### config.mk
export PLATFORM = sky130hd
export DESIGN_NAME = fa_share_ctrl
export DESIGN_NICKNAME = d
export VERILOG_FILES = /design/src/rtl/fa_share_ctrl.sv
export SDC_FILE = /design/constraint.sdc
export NUM_CORES = 1
export LEC_CHECK = 0
export BUFFER_PORTS_ARGS = -buffer_cell sky130_fd_sc_hd__buf_2
export CAP_MARGIN = 25
export CORE_ASPECT_RATIO = 0.9
export CORE_MARGIN = 8
export CORE_UTILIZATION = 47
export DETAILED_ROUTE_END_ITERATION = 6
export PLACE_DENSITY = 0.95
export SYNTH_ARGS = -nofsm -noshare
export SYNTH_HDL_FRONTEND = slang
export SYNTH_SLANG_ARGS = --single-unit
### constraint.sdc
create_clock -name clk -period 9.4 [get_ports clk]
set_input_delay 2.82 -clock clk [delete_from_list [all_inputs] [get_ports clk]]
set_output_delay 2.82 -clock clk [all_outputs]
set_load 0.01 [all_outputs]
### src/rtl/fa_share_ctrl.sv
// fa_share_ctrl: round-robin controller that shares one external N-bit full
// adder among NREQ requesters. Requests arrive on a valid/ready handshake.
// Results go out registered and tagged with the owning requester id.
module fa_share_ctrl #(
    parameter int N    = 8,
    parameter int NREQ = 4,
    parameter int ID_W = 2
) (
    input  logic              clk,
    input  logic              rst,
    input  logic [NREQ-1:0]   req_valid,
    input  logic [NREQ*N-1:0] req_x,
    input  logic [NREQ*N-1:0] req_y,
    input  logic [NREQ-1:0]   req_cin,
    output logic [NREQ-1:0]   req_ready,
    output logic [N-1:0]      add_X,
    output logic [N-1:0]      add_Y,
    output logic              add_cin,
    input  logic [N-1:0]      add_S,
    input  logic              add_cout,
    output logic              res_valid,
    input  logic              res_ready,
    output logic [N-1:0]      res_sum,
    output logic              res_cout,
    output logic [ID_W-1:0]   res_id
);

    typedef enum logic [1:0] {
        IDLE = 2'd0,
        EXEC = 2'd1,
        DONE = 2'd2
    } state_t;

    localparam logic [ID_W-1:0] ID_ONE  = ID_W'(1);
    localparam logic [ID_W-1:0] ID_LAST = ID_W'(NREQ - 1);
    localparam logic [ID_W:0]   NREQ_W  = (ID_W + 1)'(NREQ);

    state_t          state_r;
    logic [ID_W-1:0] ptr_r;
    logic [ID_W-1:0] gid_r;
    logic [N-1:0]    op_x_r;
    logic [N-1:0]    op_y_r;
    logic            op_cin_r;
    logic [N-1:0]    sum_r;
    logic            cout_r;
    logic [ID_W-1:0] id_r;
    logic            valid_r;

    logic            grant_found_s;
    logic [ID_W-1:0] grant_id_s;
    logic [NREQ-1:0] ready_s;
    logic [N-1:0]    sel_x_s;
    logic [N-1:0]    sel_y_s;
    logic            sel_cin_s;

    // Round-robin search: first valid requester at or after ptr, wrapping at NREQ.
    always_comb begin
        logic [ID_W:0]   pos_s;
        logic [ID_W-1:0] idx_s;
        grant_found_s = 1'b0;
        grant_id_s    = '0;
        pos_s         = '0;
        idx_s         = '0;
        for (int k = 0; k < NREQ; k++) begin
            pos_s = {1'b0, ptr_r} + (ID_W + 1)'(k);
            if (pos_s >= NREQ_W) begin
                pos_s = pos_s - NREQ_W;
            end else begin
                pos_s = pos_s;
            end
            idx_s = pos_s[ID_W-1:0];
            if (!grant_found_s && req_valid[idx_s]) begin
                grant_found_s = 1'b1;
                grant_id_s    = idx_s;
            end else begin
                grant_found_s = grant_found_s;
            end
        end
    end

    // One-hot grant, only offered while idle; operands of the winner muxed out.
    always_comb begin
        ready_s   = '0;
        sel_x_s   = req_x[grant_id_s*N +: N];
        sel_y_s   = req_y[grant_id_s*N +: N];
        sel_cin_s = req_cin[grant_id_s];
        if (state_r == IDLE && grant_found_s) begin
            ready_s[grant_id_s] = 1'b1;
        end else begin
            ready_s = '0;
        end
    end

    assign req_ready = ready_s;
    assign add_X     = op_x_r;
    assign add_Y     = op_y_r;
    assign add_cin   = op_cin_r;
    assign res_valid = valid_r;
    assign res_sum   = sum_r;
    assign res_cout  = cout_r;
    assign res_id    = id_r;

    // Transaction FSM: latch winner, drive adder for one cycle, hold result until taken.
    always_ff @(posedge clk) begin
        if (rst) begin
            state_r  <= IDLE;
            ptr_r    <= '0;
            gid_r    <= '0;
            op_x_r   <= '0;
            op_y_r   <= '0;
            op_cin_r <= 1'b0;
            sum_r    <= '0;
            cout_r   <= 1'b0;
            id_r     <= '0;
            valid_r  <= 1'b0;
        end else begin
            case (state_r)
                IDLE: begin
                    if (grant_found_s) begin
                        op_x_r   <= sel_x_s;
                        op_y_r   <= sel_y_s;
                        op_cin_r <= sel_cin_s;
                        gid_r    <= grant_id_s;
                        state_r  <= EXEC;
                    end
                end
                EXEC: begin
                    // Adder inputs are only non-zero during this single cycle.
                    sum_r    <= add_S;
                    cout_r   <= add_cout;
                    id_r     <= gid_r;
                    valid_r  <= 1'b1;
                    op_x_r   <= '0;
                    op_y_r   <= '0;
                    op_cin_r <= 1'b0;
                    state_r  <= DONE;
                end
                DONE: begin
                    if (res_ready) begin
                        valid_r <= 1'b0;
                        ptr_r   <= (gid_r == ID_LAST) ? '0 : gid_r + ID_ONE;
                        state_r <= IDLE;
                    end
                end
                default: begin
                    valid_r  <= 1'b0;
                    op_x_r   <= '0;
                    op_y_r   <= '0;
                    op_cin_r <= 1'b0;
                    state_r  <= IDLE;
                end
            endcase
        end
    end

endmodule

==> flow_summary.ini <==
[status]
status = complete, no violations

[routing]
drt-initial-drc-count = 107
drc = 0
wl_um = 6230
viasPerCell = 5.45
vias = 2146
met3WireLength_um = 622
routed_wire_length_per_instance_um = 15.8
ant_nets = 0
routed-wl-met2_um = 3110
dr.pass1.iters = 4
m1WireLength_um = 2390
top_layer_used = met4

[power_and_ir_drop]
clkPwrFrac_pct = 30.3
leakagePower_nw = 1.29
swShare_pct = 30.4
ir_worst_vdd_mv = 0.0835
p_int_uw = 267
power.total_uw = 384
p_seq_share_pct = 44.2
pwr-share-comb_pct = 25.5
switchingPower_uw = 117
powerDensity_nw_per_um2 = 146

[final_layout]
n_antenna_cell = 0
final_util_pct = 64.8
nets = 430
drive_above_1_share_pct = 40.8
multiInputGateArea_um2 = 1160
fillCellCount = 347
instances_no_fill = 394
syn2layout_area_growth_pct = 33.4
regArea_um2 = 701

[synthesis]
syn_avg_cell_area_um2 = 8.33
ys_ff_latch = 35
synthesis.area_um2 = 1970
ys_seq_area_share_pct = 35.6
synth_cells = 236
synth_edf_count = 0
yosysTopAreaCell = dfxtp_1
synthDistinctLibCells = 37
synth_top_area_share_pct = 35.6
yosys_warnings = 0
async_reset_ff_share_pct = 0
synth_most_common_cell = nand2_1
syn_nets = 321
synth_ff_type = dfxtp_1
synth_commonest_cells = nand2_1, dfxtp_1, mux2i_1, o21ai_0
synthTopCellsByArea = dfxtp_1, mux2i_1, nand2_1, a21o_1, o211ai_2

[timing]
finalSetupTns_ns = 0
skew_ns = 0.00858
max_slew.worst_pin.slew_ns = 0.918
max_freq_ghz = 0.132
setup_viol = 0
maxSlewHeadroom_pct = 38.6
timing.final.hold_violations = 0
period_needed_ns = 7.58
drv_slew = 0
finalCritPeriodShare_pct = 80.6
rsz0062_at_grt = no

[die]
die_width_um = 84.2
die_area_um2 = 6510
rows = 22
initial_core_util_pct = 48.6
dieHeight_um = 77.4
core_um2 = 4050
ioPinCount = 117

[critical_path]
required_ns = 6.58
cp_slowest_cell = nand4_1
critPathKind = in -> out
crit_top_cell = buf_2
crit_chain = buf_2 -> nand2b_1 -> nand4_1 -> nand2_4 -> nand2_1 -> nor2_1 -> buf_2
critPathMaxStageDelay_ns = 0.65
end_kind = output pin
startpoint_type = input port
critPathMaxFanout = 22
worst_ep_arrival_time_ns = 4.76

[global_route]
globalRouteOverflowTotal = 0
grtUsageTotal_pct = 18.5
grt_pass1_wl_um = 10200
grt_max_degree = 23
antenna_found_initial = 0
first_global_vias = 2241

[clocking]
cts_buffers = 5
clockBufferDepth = 2
post-cts-setup-buffer-count = 0
cts_tree = built
clk_pin_slew_ns = 0.07
clock-sinks = 35
cts_resized = 0
cts-root-buf = clkbuf_8
cts_hold_buf = 0
clk-insertion-delay-late_ns = 0.29
htreeDepth = 2

[place]
io_buffers = 116
hpwl_um = 4910
dp_cells = 385
routabilityCongestion = 0.807

[worst_hold_path]
hold_class = reg -> reg

[run]
maxCapViolations = 0
==> per-stage QoR <==
step	hold WS, ns	worst slack (ns)	cell area, um^2
after global placement	0.439	1.96	2510
after detailed placement	0.447	1.87	2520
after CTS	0.458	1.86	2620
final	0.455	1.82	2620
after floorplan	0.445	2.50	1970
after global routing	0.480	1.58	2620
==> state kept, by name (all words and copies together), names as in the netlist <==
register and count:
add_X 8, add_Y 8, res_sum 8, gid_r 2, ptr_r 2, res_id 2, state_r 2, add_cin 1
res_cout 1, res_valid 1
==> power groups by stage <==
| stage | clock network [mW] | registers, mW | logic, mW |
|---|---|---|---|
| after detailed placement | 0 | 0.173 | 0.0978 |
| after global placement | 0 | 0.172 | 0.0946 |
| after floorplan | 0 | 0.177 | 0.0564 |
| after global routing | 0.125 | 0.171 | 0.108 |
| final | 0.116 | 0.170 | 0.0979 |
| after CTS | 0.118 | 0.170 | 0.0982 |
==> path summary, 6_finish.rpt <==
check                                   from            to  slack [ns]  depth (start not counted)
worst max-delay path            req_valid[3]  req_ready[1]        1.82                          7
worst min register to register    res_sum[3]    res_sum[3]        0.45                          2
worst max register to register      ptr_r[0]       add_cin        7.07                          5
worst min-delay path              res_sum[3]    res_sum[3]        0.45                          2
==> kinds of logic (layout without fill, tap and decap cells) <==
group / after synthesis / in the layout / share of synthesized area (%)
mux: 18 / 18 / 9.16
flops: 35 / 35 / 35.6
fa+ha+maj: 1 / 1 / 0.636
simple gates: 92 / 92 / 22.8
buf+inv: 17 / 127 / 5.15
compound gates: 73 / 73 / 26.7
==> cell type report <==
cell class / count / area share (%)
Clock inverter: 2 / 0.620
Tap cell: 48 / 2.29
Multi-Input combinational cell: 184 / 44.4
Timing Repair Buffer: 118 / 22.7
Sequential cell: 35 / 26.7
Inverter: 1 / 0.143
Clock buffer: 6 / 3.15
==> routing by layer <==
layer / global-route usage (%) / up-vias
li1: - / 1061
met1: 18.4 / 997
met2: 32.3 / 79
met3: 9.39 / 9
met4: 7.07 / 0
met5: 0 / -
==> layout by cell type (no fill, tap or decap), types with 2 or more instances in the layout <==
| master | netlist | routed |
|---|---|---|
| buf_2 | 5 | 116 |
| nand2_1 | 41 | 41 |
| dfxtp_1 | 35 | 35 |
| o21ai_0 | 18 | 18 |
| mux2i_1 | 18 | 18 |
| a21o_1 | 17 | 17 |
| nand3_1 | 17 | 17 |
| a21oi_1 | 16 | 16 |
| nor2_1 | 10 | 10 |
| o211ai_2 | 10 | 10 |
| o211ai_1 | 6 | 6 |
| clkbuf_8 | 0 | 6 |
| nor2b_1 | 4 | 4 |
| nand2b_1 | 4 | 4 |
| and3_1 | 2 | 2 |
| nor3_1 | 2 | 2 |
| a211o_1 | 2 | 2 |
| buf_4 | 0 | 2 |
==> critical path, delay by kind of cell <==
kind / cells / cell delay (ns)
buf+inv: 2 / 0.25
simple gates: 5 / 1.69
No activity file was read; power rests on OpenSTA's default activity.
